## src/rtl/mem_bus_pkg.sv

```systemverilog
// Shared types and defaults for the memory bus decoder: FSM states, the latched
// request record and the default target-1 address window.
package mem_bus_pkg;

  typedef enum logic [1:0] {
    StIdle,
    StBusyT0,
    StBusyT1,
    StResp
  } state_t;

  typedef struct packed {
    logic [19:1] addr;
    logic [15:0] data;
    logic        wr_en;
    logic [1:0]  bytesel;
  } req_t;

  localparam logic [19:1] DefWinBase       = 19'h7C000;
  localparam logic [19:1] DefWinMask       = 19'h7C000;
  localparam int unsigned DefTimeoutCycles = 255;

  localparam logic [15:0] AbortData = 16'hFFFF;

  function automatic logic win_hit(input logic [19:1] addr,
                                   input logic [19:1] base,
                                   input logic [19:1] mask);
    return (addr & mask) == (base & mask);
  endfunction

endpackage

```

## src/rtl/mem_bus_timeout.sv

```systemverilog
// Busy-cycle watchdog for the memory bus decoder. Flags expiry in the busy cycle whose
// count would reach Limit, so the abort lands after exactly Limit unacknowledged cycles.
module mem_bus_timeout #(
  parameter int unsigned Limit = 255
) (
  input  logic clk_i,
  input  logic rst_i,
  input  logic clr_i,
  input  logic en_i,
  output logic expired_o
);

  localparam logic [7:0] LimitM1 = 8'(Limit - 1);

  logic [7:0] cnt_q, cnt_d;

  always_comb begin
    cnt_d = cnt_q;
    if (clr_i) begin
      cnt_d = '0;
    end else if (en_i && (cnt_q != LimitM1)) begin
      cnt_d = cnt_q + 8'd1;
    end
  end

  always_ff @(posedge clk_i or posedge rst_i) begin
    if (rst_i) begin
      cnt_q <= '0;
    end else begin
      cnt_q <= cnt_d;
    end
  end

  assign expired_o = en_i && (cnt_q == LimitM1);

endmodule

```

## src/rtl/mem_bus_decoder.sv

```systemverilog
// Single-master, two-target bus responder: window hit goes to target 1, all else to target 0.
// Optional busy timeout abort is compiled in with MEM_BUS_DECODER_TIMEOUT_EN.
module mem_bus_decoder
  import mem_bus_pkg::*;
#(
  parameter logic [19:1] WIN_BASE       = DefWinBase,
  parameter logic [19:1] WIN_MASK       = DefWinMask,
  parameter int unsigned TIMEOUT_CYCLES = DefTimeoutCycles
) (
  input  logic        clk,
  input  logic        reset,
  // Master side
  input  logic [19:1] h_m_addr,
  output logic [15:0] h_m_data_in,
  input  logic [15:0] h_m_data_out,
  input  logic        h_m_access,
  output logic        h_m_ack,
  input  logic        h_m_wr_en,
  input  logic [1:0]  h_m_bytesel,
  // Target 0
  output logic [19:1] t0_m_addr,
  input  logic [15:0] t0_m_data_in,
  output logic [15:0] t0_m_data_out,
  output logic        t0_m_access,
  input  logic        t0_m_ack,
  output logic        t0_m_wr_en,
  output logic [1:0]  t0_m_bytesel,
  // Target 1
  output logic [19:1] t1_m_addr,
  input  logic [15:0] t1_m_data_in,
  output logic [15:0] t1_m_data_out,
  output logic        t1_m_access,
  input  logic        t1_m_ack,
  output logic        t1_m_wr_en,
  output logic [1:0]  t1_m_bytesel,
  output logic        bus_error
);

  if (TIMEOUT_CYCLES < 1 || TIMEOUT_CYCLES > 255) begin : g_timeout_range_check
    $error("mem_bus_decoder: TIMEOUT_CYCLES must be in 1..255");
  end

  state_t      state_q, state_d;
  req_t        req_q, req_d;
  logic [15:0] rsp_q, rsp_d;
  logic        err_q, err_d;

  logic        busy;
  logic        sel_ack;
  logic [15:0] sel_rdata;
  logic        expired;

  assign busy      = (state_q == StBusyT0) || (state_q == StBusyT1);
  assign sel_ack   = (state_q == StBusyT1) ? t1_m_ack : t0_m_ack;
  assign sel_rdata = (state_q == StBusyT1) ? t1_m_data_in : t0_m_data_in;

`ifdef MEM_BUS_DECODER_TIMEOUT_EN
  mem_bus_timeout #(
    .Limit(TIMEOUT_CYCLES)
  ) u_timeout (
    .clk_i    (clk),
    .rst_i    (reset),
    .clr_i    (state_q == StIdle),
    .en_i     (busy && !sel_ack),
    .expired_o(expired)
  );
`else
  assign expired = 1'b0;
`endif

  always_comb begin
    state_d = state_q;
    req_d   = req_q;
    rsp_d   = rsp_q;
    err_d   = 1'b0;
    unique case (state_q)
      StIdle: begin
        if (h_m_access) begin
          req_d = '{addr: h_m_addr, data: h_m_data_out, wr_en: h_m_wr_en,
                    bytesel: h_m_bytesel};
          state_d = win_hit(h_m_addr, WIN_BASE, WIN_MASK) ? StBusyT1 : StBusyT0;
        end
      end
      StBusyT0, StBusyT1: begin
        // A target ack in the expiry cycle takes priority over the abort.
        if (sel_ack) begin
          rsp_d   = sel_rdata;
          state_d = StResp;
        end else if (expired) begin
          rsp_d   = AbortData;
          err_d   = 1'b1;
          state_d = StResp;
        end
      end
      StResp: begin
        state_d = StIdle;
      end
      default: begin
        state_d = StIdle;
      end
    endcase
  end

  always_ff @(posedge clk or posedge reset) begin
    if (reset) begin
      state_q <= StIdle;
      req_q   <= '0;
      rsp_q   <= '0;
      err_q   <= 1'b0;
    end else begin
      state_q <= state_d;
      req_q   <= req_d;
      rsp_q   <= rsp_d;
      err_q   <= err_d;
    end
  end

  // Both targets see the request register; only access selects who responds.
  assign t0_m_addr     = req_q.addr;
  assign t0_m_data_out = req_q.data;
  assign t0_m_wr_en    = req_q.wr_en;
  assign t0_m_bytesel  = req_q.bytesel;
  assign t0_m_access   = (state_q == StBusyT0);

  assign t1_m_addr     = req_q.addr;
  assign t1_m_data_out = req_q.data;
  assign t1_m_wr_en    = req_q.wr_en;
  assign t1_m_bytesel  = req_q.bytesel;
  assign t1_m_access   = (state_q == StBusyT1);

  assign h_m_ack     = (state_q == StResp);
  assign h_m_data_in = rsp_q;
  assign bus_error   = err_q;

endmodule

```

## config.mk

```make
export PLATFORM = sky130hd
export DESIGN_NAME = mem_bus_decoder
export DESIGN_NICKNAME = d
export VERILOG_FILES = /design/src/rtl/mem_bus_pkg.sv /design/src/rtl/mem_bus_timeout.sv /design/src/rtl/mem_bus_decoder.sv
export SDC_FILE = /design/constraint.sdc
export NUM_CORES = 1
export LEC_CHECK = 0
export CAP_MARGIN = 20
export CORE_MARGIN = 5
export CORE_UTILIZATION = 37
export DETAILED_ROUTE_END_ITERATION = 6
export PLACE_DENSITY = 0.81
export SLEW_MARGIN = 30
export SYNTH_ARGS = -nofsm -noshare
export SYNTH_HDL_FRONTEND = slang
export SYNTH_SLANG_ARGS = --single-unit
```

## constraint.sdc

```tcl
create_clock -name clk -period 2.28 [get_ports clk]
set_input_delay 0.228 -clock clk [delete_from_list [all_inputs] [get_ports clk]]
set_output_delay 0.228 -clock clk [all_outputs]
set_load 0.1 [all_outputs]
```

* Word level (Yosys, flattened, before mapping)
Cells that the tools add are included.
Cells by class: reduce and logical (&&, ||, !) cells 5, equality and inequality tests 6, multiplexer cells 6
Operator list (number):
- 16-bit 2-to-1 mux | 1
- 2-bit 2-to-1 mux | 3
- 2-bit one-hot mux with 3 select lines | 1
- 2-bit AND reduction | 3
- 5-bit equality test, second input constant | 1
- 2-bit equality test, second input constant | 2
- 2-bit != test, second input constant | 2
- 2-bit by 1-bit equality test with 1-bit output, second input constant | 1
- 2-bit logical NOT | 1
- 2-bit OR reduction | 1
- 1-bit 2-to-1 mux | 1
Word-level totals: bits of input ports 75, output and inout bits 96, flip-flop bits (word level) 56, word-level logic and storage cells 23

* Logic depth before layout (Yosys ltp)
Gate-level depths: netlist (run 1).
word-level depth 4, mapped depth 7, depth with buffers taken out 5

* Least setup slack after synthesis (run 1)
No wires, ideal clock.
path type reg2reg, from reg state_q[0], to reg rsp_q[10], in the netlist h_m_data_in[10], library setup time 0.125 ns, path buffers 2, required time 2.155 ns, arrival 2.271 ns, period minus slack after synthesis 2.397 ns, stages on the path, launching flop included 8, path slack -0.117 ns, cell sequence dfrtp_1 > inv_1 > ha_1 > buf_6 > mux2i_4 > nand2b_4 > buf_8 > o21ai_2
On the way: word-level cells in the longest chain between the ends 3, elaborated cells between the ends (all ways) 6, classes of those cells 2 x eq/ne; 2 x mux; 2 x reduce/logical
Ends and longest elaborated chain:
- from (decl) | line mem_bus_decoder.sv:43 | state_t state_q, state_d;
- from (signal assigned) | line mem_bus_decoder.sv:106 | state_q <= StIdle;
- from (signal assigned) | line mem_bus_decoder.sv:111 | state_q <= state_d;
- 2-bit equality test *
- via t1_m_access | line mem_bus_decoder.sv:32 | output logic t1_m_access,
- 1-bit 2-to-1 mux / 2-bit OR reduction (equally long branches) | line mem_bus_decoder.sv:54, mem_bus_decoder.sv:76
- 2-bit AND reduction (no line)
- to (signal assigned) | line mem_bus_decoder.sv:113 | rsp_q <= rsp_d;
- to (decl) | line mem_bus_decoder.sv:45 | logic [15:0] rsp_q, rsp_d;
Mark *: on every way through the listed nets, which the timed path passes. The rest lies on a longest branch. A chain may end at the register's enable or synchronous reset.

* Worst setup path after layout (run 1)
from reg state_q[0], to reg rsp_q[2], in the netlist h_m_data_in[2]
On the way: word-level cells in the longest chain between the ends 3, elaborated cells between the ends (all ways) 6, classes of those cells 2 x eq/ne; 2 x mux; 2 x reduce/logical
Ends and longest elaborated chain (line):
- 2-bit equality test / 2-bit by 1-bit equality test with 1-bit output (equally long branches) | mem_bus_decoder.sv:54, mem_bus_decoder.sv:55, mem_bus_decoder.sv:76
- 1-bit 2-to-1 mux / 2-bit OR reduction (equally long branches) | mem_bus_decoder.sv:54, mem_bus_decoder.sv:76
- 2-bit AND reduction (no line)
Several ways; a longest one is shown, not always the timed one.

==> metrics.cfg, run 1 <==
[run_status]
outcome=finished, final reports clean

[finish]
diodes=0
syn_to_final_growth_pct=51.4
drive_gt1_share_pct=46.6
layout_common_cells=buf_4 (95), clkdlybuf4s50_1 (74), dfrtp_1 (56), mux2_2 (38), o21ai_0 (22)
mostFrequentLayoutCell=buf_4
finalNetCount=422

[cts]
clkSinkCount=56
worstSkewPairLatency_ns=0.30
cts_htree_levels=2
cts_tree=yes
postCtsResizedCells=0
root_buffer=clkbuf_8
cts_setup_buffers=0
cts_hold_buf=0
clkSlewWorstSetupHoldPaths_ns=0.10
cts_max_path_buffers=2
cts_buffers=5

[global_route]
antenna_found_initial=0
grt_max_degree=39
grtUsageTotal_pct=14.1
gr-total-overflow=0
grt_pass1_vias=2036
grt_pass1_wl_um=10300

[worst_setup_path]
timing.rr.end=h_m_data_in[2]$_DFFE_PP0P_
required_ns=2.46
cp-endpoint=h_m_data_in[2]$_DFFE_PP0P_
worst-r2r-setup-slack_ns=0.36
endpoint_kind=flop
worst_setup_path_start_kind=flop
worstSetupPathType=flop to flop
crit_path_start=state_q[0]$_DFFE_PP0P_
r2r_cells=5
cp_max_fo=18
cp.arrival_ns=2.10
timing.rr.start=state_q[0]$_DFFE_PP0P_

[timing]
fin_skew_ns=0.00594
period_needed_ns=1.92
hold_viol=0
slew_viol_final=0
setup_viol=0
fmax_mhz=521
rsz0062_at_grt=no
post-route-period-util_pct=84.2
tns_ns=0
relSlewSlack_pct=62.6
worstMarginPinSlew_ns=0.560

[yosys]
ys_ff_latch=56
yosys_warnings=0
synth_top_family_by_area=multiplexers
syn_inst=211
synthMuxAreaShare_pct=23.3
synth_nets=291
synth_fa_ha_area_share_pct=2.30
synth_edf_count=0
synth_compound_area_share_pct=8.04
synth_xor_area_share_pct=0
synth-simple-area-share_pct=1.24
synth_flop_cell=dfrtp_1
mappedNetlistArea_um2=2720
yosysSeqAreaShare_pct=51.4
async_reset_ff_share_pct=100
yosysUniqueCellTypes=21
syn_avg_cell_area_um2=12.9

[die]
ioPinCount=171
rows=31
initial_core_util_pct=37.8
die_y_um=95.8
fp.dieW_um=95.8
die_area_um2=9180
core_area_um2=7210

[placed_design]
post-dp-hpwl_um=5450
portBuffers=169
gp_congestion=0.786

[route]
via_count=2039
wl_met3_um=808
drtIter0Drc=20
wl_met1_um=2730
top_layer=met4
viasPerCell=4.61
met2_length_um=3220
first_pass_iters=3
antenna_left=0
drc=0
drt-total-wl_um=6800
wire_per_inst_um=15.4

[worst_hold_path]
hold_class=input port to async pin

[flow_run]
maxCapViolations=0

==> Yosys cell counts (2+ instances only) <==
library cell  count  share of area, %
mux2i_1          17               6.2
o22ai_1           2              0.46
mux2_2           38                16
buf_2             6               1.1
dfrtp_1          56                51
ha_1              5               2.3
inv_1             4              0.55
nand2_1           2              0.28
buf_4            39                11
o21ai_0          22               4.0
o21ai_2          10               3.2
==> worst min-delay path by stage <==
stage | startpoint | end | depth (start not counted)
finish | reset | t0_m_addr[13]$_DFFE_PP0P_ | 2
global route | reset | t0_m_addr[13]$_DFFE_PP0P_ | 2
CTS | reset | t0_m_addr[13]$_DFFE_PP0P_ | 2
detailed placement | h_m_data_in[3]$_DFFE_PP0P_ | h_m_data_in[3]$_DFFE_PP0P_ | 2
global placement | h_m_data_in[3]$_DFFE_PP0P_ | h_m_data_in[3]$_DFFE_PP0P_ | 2
floorplan | h_m_addr[15] | t0_m_addr[15]$_DFFE_PP0P_ | 1
==> registers in the layout, indices dropped and copies added (netlist names) <==
name,count
t0_m_data_out,16
t0_m_wr_en,1
h_m_data_in,16
t0_m_bytesel,2
t0_m_addr,19
state_q,2
==> worst max-delay path, cell delays in order (launching register included) <==
cell      delay [ns]
dfrtp_1         0.41
inv_1           0.13
ha_2            0.24
mux2i_4         0.49
nand2b_4        0.38
o21ai_0         0.15
==> layout make-up <==
type / count / area (um2)
clock inverters: 3 / 42.5
inverters: 4 / 15.0
clock buffers: 5 / 68.8
flip-flops and latches: 56 / 1400
repair buffers: 172 / 1510
well taps: 99 / 124
fillers: 614 / 3090
multi-input cells: 103 / 957
==> routing by layer <==
metal  GRT usage [%]  vias to the layer above
li1                -                      950
met1            17.2                      968
met2            24.1                      115
met3            5.39                        6
met4            2.49                        0
met5               0                        -
==> logic make-up (layout without fill, tap and decap cells) <==
group | count (synthesis) | count (layout)
flip-flops | 56 | 56
adder cells (fa/ha/maj) | 5 | 5
multiplexers | 57 | 57
other | 1 | 1
buffers and inverters | 52 | 184
AND/OR/NAND/NOR | 5 | 5
AO/OA/AOI/OAI | 35 | 35
==> metrics by stage <==
step | std cells | util (%) | cell area, um2 | hold WS, ns | worst slack (ns)
after detailed placement | 434 | 55.6 | 4010 | 0.506 | 0.378
after CTS | 442 | 57.1 | 4120 | 0.305 | 0.359
after floorplan | 211 | - | 2730 | 0.379 | 0.196
after global routing | 442 | 57.1 | 4120 | 0.340 | 0.240
after global placement | 434 | 55.6 | 4010 | 0.494 | 0.465
final | 442 | 57.1 | 4120 | 0.289 | 0.359
Power of run 1 is not shown: default switching activity piles up to over one toggle a cycle in this logic, so the estimate is an artifact.
==> run 2, diff against run 1 <==
==> constraint.sdc (replaced) <==
create_clock -name clk -period 1.9 [get_ports clk]
set_input_delay 0.19 -clock clk [delete_from_list [all_inputs] [get_ports clk]]
set_output_delay 0.19 -clock clk [all_outputs]
set_load 0.1 [all_outputs]
==> run 2 against run 1 <==
Compared with the run above: register-to-register slack worse by 0.11 ns; cell count increased by 0.45%; setup slack got worse by 0.24 ns; flip-flop and latch count is the same; design area grew 0.79%; global-route usage rose by 0.48 points; count of clock-buffer cells in the layout up 2; via count fell by 1.1%; wire length up 2.9%; hold slack worse by 0.027 ns; critical path type is now flop to output port; highest routed layer unchanged.
==> metrics.cfg, run 2 (same netlist as run 1, synthesis figures left out) <==
[timing]
fmax_mhz=560
hold_viol=0  ; unchanged
post-route-period-util_pct=94.0
period_needed_ns=1.79
fin_skew_ns=0.00531  ; -0.000633 ns
slew_viol_final=0  ; unchanged
tns_ns=0  ; unchanged
rsz0062_at_grt=no
setup_viol=0  ; unchanged

[finish]
mostFrequentLayoutCell=buf_4
syn_to_final_growth_pct=52.5
finalNetCount=424  ; +0.47%
nFillCells=624  ; +1.6%
drive_gt1_share_pct=46.7  ; about the same
layout_common_cells=buf_4 (95), clkdlybuf4s50_1 (74), dfrtp_1 (56), mux2_2 (38), o21ai_0 (22)
largest_register_ffs=19  ; unchanged
multi_input_area_um2=967  ; +1.0%
diodes=0  ; unchanged
seq_area_um2=1400  ; unchanged

[cts]
cts_setup_buffers=0  ; unchanged
cts_htree_levels=2  ; unchanged
worstSkewPairLatency_ns=0.30  ; about the same
cts_tree=yes
clkSlewWorstSetupHoldPaths_ns=0.10  ; about the same
cts_buffers=5  ; unchanged
cts_max_path_buffers=2  ; unchanged
root_buffer=clkbuf_8
cts_hold_buf=0  ; unchanged
postCtsResizedCells=0  ; unchanged
clkSinkCount=56  ; unchanged

[route]
wire_per_inst_um=15.8  ; +2.4%
first_pass_iters=4  ; +1
via_count=2016  ; -1.1%
drc=0  ; unchanged
viasPerCell=4.54  ; -1.6%
antenna_left=0  ; unchanged
drtIter0Drc=11  ; -45%
drt-total-wl_um=7000  ; +2.9%

[worst_setup_path]
endpoint_kind=output port
worst_setup_path_start_kind=flop
required_ns=1.71  ; -0.75 ns
worstSetupPathType=flop to output port
cp.arrival_ns=1.60  ; -0.50 ns
cp_max_fo=17  ; -1

[global_route]
grt_pass1_wl_um=10400  ; +1.3%
antenna_found_initial=0  ; unchanged
gr-total-overflow=0  ; unchanged
grt_max_degree=57  ; +46%
grt_pass1_vias=2110  ; +3.6%
grtUsageTotal_pct=14.6  ; +0.48 points

[placed_design]
post-dp-hpwl_um=5590  ; +2.6%
portBuffers=169  ; unchanged
gp_congestion=0.790  ; +0.46%

[run_status]
outcome=finished, final reports clean

[die]
die_y_um=95.8  ; unchanged
rows=31  ; unchanged
core_area_um2=7210  ; unchanged
ioPinCount=171  ; unchanged
die_area_um2=9180  ; unchanged
fp.dieW_um=95.8  ; unchanged
initial_core_util_pct=37.8  ; unchanged

[flow_run]
maxCapViolations=0  ; unchanged

[worst_hold_path]
hold_class=input port to async pin

## run 2: cell count changes in the layout (fill, tap and decap cells not counted)
cell / delta
buf_12: +2
bufinv_16: -1
clkbuf_1: +1
clkbuf_8: +1
clkinv_2: -1
ha_2: -1
ha_4: +1
## run 2: layout make-up
class                   count  area share, %
inverters                   4          0.361
flip-flops and latches     56           33.7
clock buffers               7           2.08
multi-input cells         103           23.3
repair buffers            174           37.4
well taps                  99           2.98
clock inverters             1          0.181
## run 2: critical path, stage by stage, from the launching register on
cell and delay, ns:
dfrtp_1 0.41, inv_1 0.17, ha_4 0.19, buf_4 0.30, buf_12 0.22
## run 2: per-layer routing
| layer | wire [um] | track usage (%) | vias up | share of wire (%) |
|---|---|---|---|---|
| met1 | 2680 | 15.9 | 937 | 38 |
| met3 | 846 | 5.63 | 6 | 12 |
| met5 | 0 | 0 | - | 0 |
| met2 | 3420 | 26.4 | 124 | 49 |
| li1 | - | - | 949 | - |
| met4 | 59 | 3.91 | 0 | 0.84 |
## run 2: stage by stage
step           hold WS (ns)  utilization (%)  cell area [um2]  std cells  setup WS [ns]
3_3_place_gp          0.492             56.3             4060        436          0.360
2_1_floorplan         0.341                -             2740        211        0.00799
5_1_grt               0.248             57.6             4160        444         0.0293
3_5_place_dp          0.509             56.3             4060        436          0.259
6_report              0.262             57.6             4160        444          0.115
4_1_cts               0.271             57.6             4160        444         0.0910
## run 2: worst paths after layout
kind | startpoint | end | slack, ns | cells after the start
worst min-delay path | reset | t0_m_addr[12]$_DFFE_PP0P_ | 0.26 | 3
worst min register to register | h_m_data_in[15]$_DFFE_PP0P_ | h_m_data_in[15]$_DFFE_PP0P_ | 0.53 | 2
max in group asynchronous | reset | t0_m_data_out[14]$_DFFE_PP0P_ | 1.39 | 3
worst max register to register | state_q[1]$_DFFE_PP0P_ | h_m_data_in[11]$_DFFE_PP0P_ | 0.25 | 6
min in group clk | h_m_data_out[3] | t0_m_data_out[3]$_DFFE_PP0P_ | 0.49 | 2
worst max-delay path | state_q[0]$_DFFE_PP0P_ | t1_m_access | 0.11 | 4
Power of run 2 is left out for the same reason.
==> run 3, diff against run 2 <==
--- a/config.mk
+++ b/config.mk
@@ -5,7 +5,6 @@
 export SDC_FILE = /design/constraint.sdc
 export NUM_CORES = 1
 export LEC_CHECK = 0
-export CAP_MARGIN = 20
 export CORE_MARGIN = 5
 export CORE_UTILIZATION = 37
 export DETAILED_ROUTE_END_ITERATION = 6
==> constraint.sdc (replaced) <==
create_clock -name clk -period 1.75 [get_ports clk]
set_input_delay 0.175 -clock clk [delete_from_list [all_inputs] [get_ports clk]]
set_output_delay 0.175 -clock clk [all_outputs]
set_load 0.1 [all_outputs]
==> run 3 against run 2 <==
Compared with the run above: core utilization decreased by 0.12 points; design area down 0.21%; hold slack got worse by 0.024 ns; setup slack gained 0.027 ns; global-route usage is 0.85 points lower; sequential share of layout area rose by 0.10 points.
==> metrics.cfg, run 3 (same netlist as run 1, synthesis figures left out) <==
[finish]
mostFrequentLayoutCell=buf_4
layout_common_cells=buf_4 (95), clkdlybuf4s50_1 (74), dfrtp_1 (55), mux2_2 (38), o21ai_0 (19)
syn_to_final_growth_pct=52.2
largest_register_ffs=19  ; unchanged
diodes=0  ; unchanged
nFillCells=619  ; -0.80%
seq_area_um2=1400  ; about the same
multi_input_area_um2=970  ; +0.26%
drive_gt1_share_pct=47.7  ; +1.0 points
post-route-util_pct=57.5  ; -0.12 points
finalNetCount=424  ; unchanged

[worst_setup_path]
required_ns=1.92  ; +0.21 ns
r2r_cells=5  ; -1
cp.arrival_ns=1.78  ; +0.18 ns
worstSetupPathType=flop to flop
endpoint_kind=flop
cp_max_fo=16  ; -1
worst_setup_path_start_kind=flop
worst-r2r-setup-slack_ns=0.14  ; -0.11 ns

[timing]
fin_ws_ns=0.142  ; +0.0266 ns
hold_viol=0  ; unchanged
rsz0062_at_grt=no
period_needed_ns=1.61
post-route-period-util_pct=91.9
fmax_mhz=622
fin_skew_ns=0.00268  ; -0.00263 ns
hold_ws_ns=0.238  ; -0.0239 ns
slew_viol_final=0  ; unchanged
tns_ns=0  ; unchanged
setup_viol=0  ; unchanged

[route]
via_count=2020  ; +0.20%
drtIter0Drc=18  ; +7
viasPerCell=4.56  ; +0.42%
drt-total-wl_um=6530  ; -6.7%
first_pass_iters=4  ; unchanged
drc=0  ; unchanged
wire_per_inst_um=14.7  ; -6.5%
antenna_left=0  ; unchanged

[worst_hold_path]
hold_class=input port to async pin

[die]
die_area_um2=9180  ; unchanged
ioPinCount=171  ; unchanged
initial_core_util_pct=37.8  ; unchanged
core_area_um2=7210  ; unchanged
rows=31  ; unchanged
die_y_um=95.8  ; unchanged
fp.dieW_um=95.8  ; unchanged

[global_route]
grt_use_met2_pct=24.6  ; -1.8 points
gr-usage-met1_pct=15.2  ; -0.77 points
gr-total-overflow=0  ; unchanged
grt_pass1_wl_um=9890  ; -5.0%
grt_max_degree=57  ; unchanged
grtUsageTotal_pct=13.8  ; -0.85 points
antenna_found_initial=0  ; unchanged
use_met3_pct=5.39  ; -0.23 points
busiest_layer=met2
grt_pass1_vias=2095  ; -0.71%

[placed_design]
gp_congestion=0.808  ; +2.3%
portBuffers=169  ; unchanged
post-dp-hpwl_um=5290  ; -5.3%
place_ws_ns=0.120  ; -0.139 ns

[run_status]
outcome=finished, final reports clean

[flow_run]
maxCapViolations=0  ; unchanged

[cts]
worstSkewPairLatency_ns=0.30  ; about the same
cts_buffers=5  ; unchanged
cts_htree_levels=2  ; unchanged
clkSlewWorstSetupHoldPaths_ns=0.09  ; about the same
cts_hold_buf=0  ; unchanged
cts_tree=yes
clkSinkCount=56  ; unchanged
root_buffer=clkbuf_8
cts_max_path_buffers=2  ; unchanged

-- run 3: changes by cell type in the layout (fill, tap and decap cells not counted) --
cell	before	now
clkinv_2	0	1
dfrtp_1	56	55
clkbuf_8	6	5
clkbuf_1	1	0
o21ai_0	22	19
ha_1	4	3
inv_2	1	2
ha_2	0	1
dfrtp_2	0	1
o21ai_1	0	3
inv_1	3	2
-- run 3: per-layer routing --
metal	wire [um]	vias up
li1	-	951
met1	2370	947
met2	3300	116
met3	788	6
met4	70	0
met5	0	-
-- run 3: repair_timing --
action,4_1_cts,5_1_grt
setup endpoints to repair,0,13
buffers inserted,0,0
gates resized for setup,0,5
-- run 3: worst paths after layout --
kind / startpoint / end
max: state_q[0]$_DFFE_PP0P_ / h_m_data_in[1]$_DFFE_PP0P_
min in group clk: h_m_data_out[0] / t0_m_data_out[0]$_DFFE_PP0P_
min: reset / t0_m_addr[2]$_DFFE_PP0P_
min reg2reg: h_m_data_in[11]$_DFFE_PP0P_ / h_m_data_in[11]$_DFFE_PP0P_
max reg2reg: state_q[0]$_DFFE_PP0P_ / h_m_data_in[1]$_DFFE_PP0P_
max in group asynchronous: reset / state_q[1]$_DFFE_PP0P_
-- run 3: area by class of cell --
| cell class | count | share of cell area (%) |
|---|---|---|
| tap | 99 | 2.99 |
| clock buffer | 5 | 1.66 |
| multi-input combinational | 103 | 23.4 |
| timing repair buffer | 174 | 37.5 |
| clock inverter | 2 | 0.302 |
| sequential | 56 | 33.8 |
| inverter | 4 | 0.362 |
-- run 3: through the flow --
step | cell area (um2) | cells
finish | 4150 | 443
global route | 4150 | 443
CTS | 4140 | 443
detailed placement | 4060 | 436
global placement | 4060 | 436
floorplan | 2740 | 211
-- run 3: critical path: stages, from the launching register on --
cell and delay (ns):
dfrtp_1 0.42, inv_2 0.11, ha_4 0.18, mux2i_4 0.29, nand2b_4 0.31, o21ai_0 0.15
Power of run 3 is left out for the same reason.
